File: config.mk
export PLATFORM = sky130hd
export DESIGN_NAME = eager_fork_flat
export DESIGN_NICKNAME = d
export VERILOG_FILES = /design/src/rtl/eager_fork_pkg.sv /design/src/rtl/eager_fork_if.sv /design/src/rtl/eager_fork_transfer_reg.sv /design/src/rtl/eager_fork.sv /design/src/flat_wrapper.sv
export SDC_FILE = /design/constraint.sdc
export NUM_CORES = 1
export LEC_CHECK = 0
export ABC_CLOCK_PERIOD_IN_PS = 800
export CAP_MARGIN = 5
export CORE_UTILIZATION = 21
export CTS_CLUSTER_SIZE = 12
export DETAILED_ROUTE_END_ITERATION = 16
export GPL_TIMING_DRIVEN = 0
export HOLD_SLACK_MARGIN = 0.03
export PLACE_DENSITY = 0.83
export SYNTH_ARGS = -nofsm -noshare
export SYNTH_HDL_FRONTEND = slang
export SYNTH_SLANG_ARGS = --single-unit
File: constraint.sdc
create_clock -name clk -period 0.8 [get_ports clk]
set_input_delay 0.16 -clock clk [delete_from_list [all_inputs] [get_ports clk]]
set_output_delay 0.16 -clock clk [all_outputs]
set_load 0.01 [all_outputs]
File: src/rtl/eager_fork_pkg.sv
// -----------------------------------------------------------------------------
// eager_fork_pkg
// Shared constants for the eager fork. Only the optional stall counter
// (enabled by EAGER_FORK_STALL_CNT_EN) uses them: its width and the value at
// which it saturates.
// -----------------------------------------------------------------------------
package eager_fork_pkg;

  localparam int                     STALL_CNT_W   = 32;
  localparam logic [STALL_CNT_W-1:0] STALL_CNT_MAX = '1;

endpackage : eager_fork_pkg

File: src/rtl/eager_fork_if.sv
// -----------------------------------------------------------------------------
// eager_fork_if
// Handshake bundle around the 1-to-SIZE eager fork.
//   ins        : input payload              (producer -> fork)
//   ins_valid  : input token valid          (producer -> fork)
//   ins_ready  : input token accepted       (fork -> producer)
//   outs       : SIZE payloads, slice i = [i*DATA_TYPE +: DATA_TYPE]
//   outs_valid : per-output valid           (fork -> consumers)
//   outs_ready : per-output consumer ready  (consumers -> fork)
// Modports: master = the fork itself, slave = the surrounding environment.
// -----------------------------------------------------------------------------
interface eager_fork_if #(
  parameter int SIZE      = 2,
  parameter int DATA_TYPE = 32
);

  logic [DATA_TYPE-1:0]      ins;
  logic                      ins_valid;
  logic                      ins_ready;
  logic [SIZE*DATA_TYPE-1:0] outs;
  logic [SIZE-1:0]           outs_valid;
  logic [SIZE-1:0]           outs_ready;

  modport master (
    input  ins, ins_valid, outs_ready,
    output ins_ready, outs, outs_valid
  );

  modport slave (
    output ins, ins_valid, outs_ready,
    input  ins_ready, outs, outs_valid
  );

endinterface : eager_fork_if

File: src/rtl/eager_fork_transfer_reg.sv
// -----------------------------------------------------------------------------
// eager_fork_transfer_reg
// Per-output delivery tracker. One bit of state records whether this output
// has already handed over the current input token (SENT) or still owes it
// (PENDING).
//   clk, rst          : clock, synchronous active-high reset
//   ins_valid_i       : input token valid
//   outs_ready_i      : this output's consumer ready
//   token_consumed_i  : input token accepted this cycle (all outputs done)
//   outs_valid_o      : this output's valid
//   ready_term_o      : sent | outs_ready, one term of the top-level AND
// -----------------------------------------------------------------------------
module eager_fork_transfer_reg (
  input  logic clk,
  input  logic rst,
  input  logic ins_valid_i,
  input  logic outs_ready_i,
  input  logic token_consumed_i,
  output logic outs_valid_o,
  output logic ready_term_o
);

  // sent_q = 1 is the SENT state, 0 is PENDING.
  logic sent_q;
  logic sent_d;

  // State register.
  // NOTE: clocked state uses non-blocking assignments so every flop samples
  // the pre-edge values; combinational blocks below use blocking ones.
  always_ff @(posedge clk) begin
    if (rst) begin
      sent_q <= 1'b0;
    end else begin
      sent_q <= sent_d;
    end
  end

  // Next state. Consumption wins: if this output fires in the same cycle the
  // token is consumed, it goes straight back to PENDING for the next token.
  always_comb begin
    // NOTE: assigning a default first guarantees no latch is inferred.
    sent_d = sent_q;
    if (token_consumed_i) begin
      sent_d = 1'b0;
    end else if (outs_valid_o && outs_ready_i) begin
      sent_d = 1'b1;
    end
  end

  // Outputs. outs_valid depends only on ins_valid and state, never on
  // outs_ready, so consumers see no ready-to-valid combinational path.
  always_comb begin
    outs_valid_o = ins_valid_i & ~sent_q;
    ready_term_o = sent_q | outs_ready_i;
  end

endmodule : eager_fork_transfer_reg

File: src/rtl/eager_fork.sv
// -----------------------------------------------------------------------------
// eager_fork
// 1-to-SIZE eager fork: broadcasts one input token to SIZE outputs. Each
// output fires as soon as its consumer is ready; the input is consumed once
// every output has taken its copy. Zero latency, no data storage.
//   clk, rst      : clock, synchronous active-high reset
//   bus (master)  : ins/ins_valid/ins_ready and outs/outs_valid/outs_ready
//   stall_cycles  : only with EAGER_FORK_STALL_CNT_EN defined; saturating
//                   count of cycles with ins_valid high and ins_ready low
// Optional feature macro: EAGER_FORK_STALL_CNT_EN.
// -----------------------------------------------------------------------------
module eager_fork
  import eager_fork_pkg::*;
#(
  parameter int SIZE      = 2,
  parameter int DATA_TYPE = 32
) (
  input  logic                   clk,
  input  logic                   rst,
  eager_fork_if.master           bus
`ifdef EAGER_FORK_STALL_CNT_EN
  ,
  output logic [STALL_CNT_W-1:0] stall_cycles
`endif
);

  logic [SIZE-1:0] valid_w;
  logic [SIZE-1:0] ready_term_w;
  logic            token_consumed;

  // Every output slice carries the input payload unchanged.
  assign bus.outs       = {SIZE{bus.ins}};
  assign bus.outs_valid = valid_w;
  // Input is accepted once each output has either already delivered the
  // token or is delivering it right now.
  assign bus.ins_ready  = &ready_term_w;
  assign token_consumed = bus.ins_valid & bus.ins_ready;

  for (genvar i = 0; i < SIZE; i++) begin : g_out
    eager_fork_transfer_reg u_transfer_reg (
      .clk              (clk),
      .rst              (rst),
      .ins_valid_i      (bus.ins_valid),
      .outs_ready_i     (bus.outs_ready[i]),
      .token_consumed_i (token_consumed),
      .outs_valid_o     (valid_w[i]),
      .ready_term_o     (ready_term_w[i])
    );
  end

`ifdef EAGER_FORK_STALL_CNT_EN
  logic [STALL_CNT_W-1:0] stall_q;

  // Observation only: never feeds back into the handshake.
  always_ff @(posedge clk) begin
    if (rst) begin
      stall_q <= '0;
    end else if (bus.ins_valid && !bus.ins_ready && (stall_q != STALL_CNT_MAX)) begin
      stall_q <= stall_q + 1'b1;
    end
  end

  assign stall_cycles = stall_q;
`endif

endmodule : eager_fork

File: src/flat_wrapper.sv
// flat-port wrapper written by rule: the top's interface ports become plain ports
module eager_fork_flat import eager_fork_pkg::*;
#(
  parameter int SIZE      = 2,
  parameter int DATA_TYPE = 32
)
  (clk, rst, bus_ins, bus_ins_valid, bus_outs_ready, bus_ins_ready, bus_outs, bus_outs_valid);
  eager_fork_if #(.SIZE(SIZE), .DATA_TYPE(DATA_TYPE)) bus_i ();
  input  logic clk;
  input  logic rst;
  input wire logic [$bits(bus_i.ins)-1:0] bus_ins;
  input wire logic [$bits(bus_i.ins_valid)-1:0] bus_ins_valid;
  input wire logic [$bits(bus_i.outs_ready)-1:0] bus_outs_ready;
  output wire logic [$bits(bus_i.ins_ready)-1:0] bus_ins_ready;
  output wire logic [$bits(bus_i.outs)-1:0] bus_outs;
  output wire logic [$bits(bus_i.outs_valid)-1:0] bus_outs_valid;
  assign bus_i.ins = bus_ins;
  assign bus_i.ins_valid = bus_ins_valid;
  assign bus_i.outs_ready = bus_outs_ready;
  assign bus_ins_ready = bus_i.ins_ready;
  assign bus_outs = bus_i.outs;
  assign bus_outs_valid = bus_i.outs_valid;
  eager_fork #(.SIZE(SIZE), .DATA_TYPE(DATA_TYPE)) u_core (.clk(clk), .rst(rst), .bus(bus_i));
endmodule
---- After elaboration in Yosys (flattened, before gate mapping) ----
Cells that the tools add are included.
storage, ports and cells
  input bits .............................. 37
  output and inout bits ................... 67
  register bits after elaboration ......... 2
  word-level logic and storage cells ...... 13
cells by class
  reduce and logical (&&, ||, !) cells .... 4
  bitwise logic cells ..................... 7
operator list
  cell               count
  $and 1x1->1        3
  $logic_and 1x1->1  2
  $not 1->1          2
  $or 1x1->1         2
  $reduce_and 2->1   1
  $reduce_or 2->1    1

---- Longest topological paths before layout ----
  depth after elaboration ................. 4
  mapped depth ............................ 2
  mapped depth without buffers ............ 2

---- Cells and area by module ----
Synthesis repeated with hierarchy kept, for this count alone.
second synthesis, totals
  cell total of the unflattened synthesis .. 76
  area total of the unflattened synthesis .. 588.1 um2
by module, submodules not included
  module                   area each (um2)  seq. area each (um2)  cells an instance  instances
  eager_fork               493.0            0.0                   66                 1
  eager_fork_transfer_reg  47.5             20.0                  5                  2

---- Worst setup path after synthesis ----
No wires, ideal clock.
  path type ............................... register to output
  start point ............................. register u_core.g_out[0].u_transfer_reg.sent_q
  end point ............................... output bus_ins_ready
  stages on the path, launching flop included .. 2
  path slack .............................. 0.096 ns
  buffers on the path ..................... 0
  data required time ...................... 0.640 ns
  arrival ................................. 0.544 ns
  path through ............................ dfxtp_1 o22a_1
between the ends
  word-level cells in the longest chain between the ends .. 2
RTL lines
  item                      line                           text
  start: declaration        eager_fork_transfer_reg.sv:24  logic sent_q;
  start signal: assignment  eager_fork_transfer_reg.sv:34  sent_q <= sent_d;
  $or 1x1->1                eager_fork_transfer_reg.sv:54  ready_term_o = sent_q | outs_ready_i;
  $reduce_and 2->1          eager_fork.sv:36               assign bus.ins_ready = &ready_term_w;
  end: declaration          flat_wrapper.sv:14             output wire logic [$bits(bus_i.ins_ready)-1:0] bus_ins_ready;
No other way between the ends.

---- Worst setup path in the final report ----
Ends and elaborated chain as after synthesis.

==> key figures <==
Timing
  – Worst Max-Slew Pin Slew: 182.1 ps
  – Final period util: 127.4%
  – Slew Viols, Final: 0
  – Final setup violation count: 4
  – Min Clock Period, post-route: between 1000 and 1500 ps
  – Maximum clock frequency: between 900 and 1000 MHz
  – Hold violation total from the final report: 0
  – Final setup slack of the worst path: -219.0 ps
  – Headroom to the max-slew limit: a little under 90%
  – Clk_skew: 2.893 ps
  – Unrepaired setup endpoints after global routing: yes
  – Final hold slack: between 300 and 400 ps

Synth
  – Post-synth top area share: around 84%
  – Post-Synthesis Mean Instance Area: between 7 and 8 sq um
  – Net count after synthesis: roughly 110
  – Share of synthesized flip-flops with an asynchronous set or reset: 0%
  – Combined area of all synthesized cells: about 590 sq um
  – Number of enable flip-flop cells after synthesis: 0
  – Number of distinct library cell variants in the gate-level netlist after synthesis: 7
  – Yosys warning total: 0
  – Proportion of synthesized chip area in sequential cells: between 6 and 7%
  – Top-count cell post-synth: buf_4
  – Post-synth top flop: dfxtp_1
  – Synth area leader: buf_4
  – Ranking of synthesized cells by area: buf_4 84%, dfxtp_1 6.8%, o21a_1 2.5%
  – Post-synthesis sequential element count: 2
  – Gate count of the mapped netlist: 77

Hold path
  – Class of the most critical hold timing path: in -> reg
  – Worst hold path depth: 3

Final layout
  – Diodes inserted: 0
  – Fraction of layout cells with a size suffix above 1: between 40% and 50%
  – Final net count: 190
  – Leading registers by flop count: u_core.g_out.u_transfer_reg.sent_q: 2 flops
  – Final standard cell count with taps included and fillers excluded: 181
  – Post-route cell area: between 1000 and 1500 sq um
  – P&R area growth vs syn: 117.1%
  – Largest Register: u_core.g_out.u_transfer_reg.sent_q
  – Number of flip-flops in the largest register: 2

Critical path
  – Cell class contributing the biggest share of worst-path delay: flip-flops
  – Largest driver fanout on the critical path: 4
  – Required time at the endpoint of the critical path: approximately 640 ps
  – Category of the worst setup path launch point: register
  – Buffers and inverters on the worst path: 1
  – Critical Path AT: roughly 860 ps
  – Reg2reg path depth: 3
  – Kind of critical path: reg -> out
  – Maximum cell stage delay along the critical path: ~320 ps
  – Crit. path cell count: 2
  – Critical Path Slowest Stage Cell: dfxtp_2
  – CP cell instances: o22a_1 -> buf_2
  – Crit. End Element: output port

Detailed routing
  – Total detailed-routing wirelength: about 1.7 mm
  – DRC violations left: 0
  – Router iterations before antenna repair: 2
  – Vias per cell: around 3.7
  – Antenna Nets Post-Route: 0
  – Detailed Route Iter0 Violations: 1
  – Average wire per standard cell: about 9.4 microns
  – Total number of vias: between 600 and 700

Pwr
  – Power density over the cells: between 700 and 800 nW/um^2
  – Total design power: roughly 940 uW
  – Clock share of power: a little under a quarter
  – Net switching share of the total power: between 20% and 30%
  – Portion of total power attributed to combinational logic: between 60% and 70%
  – Sw power: ~270 uW
  – Leakage power summed over all cells: 0.0007430 uW
  – Share of power burned in registers: approximately an eighth
  – Cell-internal power: between 600 and 700 uW
  – Worst vdd rail ir drop: about 0.48 mV

Die
  – Chip Height: 55.09 microns
  – Die outline area: around 3000 sq um
  – Core Box Area: approximately 2600 sq um
  – Initial Util: around 23%
  – I/O pin count: around 100
  – Width of the die: roughly 55 microns
  – # rows: 18

Status
  – Failing checks: setup timing
  – Run status: complete, but fails checks

Global route
  – First-pass GRT wire length: 2.332 mm
  – Initial antenna violation count: 0
  – Overflow after GRT: 0
  – Number of global-route vias before repair: between 600 and 700
  – Pin count of the biggest net entering global routing: 7
  – GRT Total Usage: 10.82%

Clock tree
  – CTS Root Cell: clkbuf_4
  – TritonCTS clock tree: built
  – Clk sinks: 2
  – Clock edge transition at the registers on the reported setup and hold paths: 30 ps
  – H-tree level count: 1
  – Buffer levels on the longest clock path: 2
  – TritonCTS Buffers: 3
  – Latest clock arrival within the worst-skew pair: ~220 ps

Placed design
  – Cell Area, Placed: 1340 sq um
  – Last weighted congestion value of the routability-driven placer: approximately 0.72
  – Post-detailed-placement half-perimeter wirelength: about 1.6 mm
  – Instance count after placement with tap cells included: roughly 180
  – IO Port Bufs: slightly above 70

Flow run
  – # Max-Cap Violations: 0
worst min-delay path, cell delays in order:
cell	delay (ps)
dlygate4sd2_1	250
o21a_1	120
nor3_1	40
metrics by stage:
stage	TNS (ps)	setup slack, ps	util [%]
floorplan	0	95.66	-
global placement	-10260	-833.5	52.19
detailed placement	-10560	-867.1	52.19
CTS	-594.1	-231.1	49.76
global route	-699.7	-239.5	50.05
finish	-580.0	-219.0	50.05
logic make-up (layout without fill, tap and decap cells):
kind of cell           Yosys count  count (layout)  synth area share, %
AOI/OAI and AO/OA                5               5                5.708
buffers and inverters           66             140                83.72
DFF                              2               2                6.766
and+or+nand+nor                  4               4                3.805
cell usage in the layout, fill, tap and decap left out:
cell	netlist	routed
a21oi_1	2	2
buf_2	0	1
buf_4	66	65
buf_6	0	3
clkbuf_4	0	3
clkdlybuf4s50_1	0	1
dfxtp_2	0	2
dlygate4sd2_1	0	67
nor2b_1	2	1
nor2b_2	0	1
nor3_1	2	2
o21a_1	2	2
o22a_1	1	1
layout make-up:
class,instances,area [sq um]
Buffer,64,480.5
Multi-Input combinational cell,9,58.81
Timing Repair Buffer,73,643.1
Tap cell,30,37.54
Sequential cell,2,42.54
Clock buffer,3,22.52
Fill cell,266,1282
layer usage:
layer | GRT usage, % | wire length [microns] | vias to the layer above
met5 | 0 | 0 | -
met4 | 5.833 | 0 | 0
met3 | 2.732 | 192 | 0
met2 | 23.09 | 1031 | 56
met1 | 8.521 | 475 | 286
li1 | - | - | 322
what timing repair did:
| item | 4_1_cts | 5_1_grt |
|---|---|---|
| endpoints found under the setup margin | 69 | 4 |
| hold endpoints to repair | 0 | 0 |
| resized for setup | 85 | 1 |
| pin swaps | 1 | 2 |
| buffers inserted | 1 | 2 |
| hold buffers | 0 | 0 |
power groups by stage:
stage                     Clock (uW)  Combinational (uW)  Sequential, uW
after detailed placement           0                 747             113
after global placement             0                 735             112
final                            220                 610             114
after floorplan                    0                 367             112
after CTS                        238                 613             113
after global routing             244                 658             114
path summary, 6_finish.rpt:
kind / startpoint / endpoint / slack, ps
setup / recovery: u_core.g_out[0].u_transfer_reg.sent_q / bus_ins_ready / -220
hold / removal: bus_outs_ready[0] / u_core.g_out[1].u_transfer_reg.sent_q / 390
setup reg to reg: u_core.g_out[1].u_transfer_reg.sent_q / u_core.g_out[0].u_transfer_reg.sent_q / -50
hold reg to reg: u_core.g_out[0].u_transfer_reg.sent_q / u_core.g_out[1].u_transfer_reg.sent_q / 540
Power figures use the tool's default switching activity.
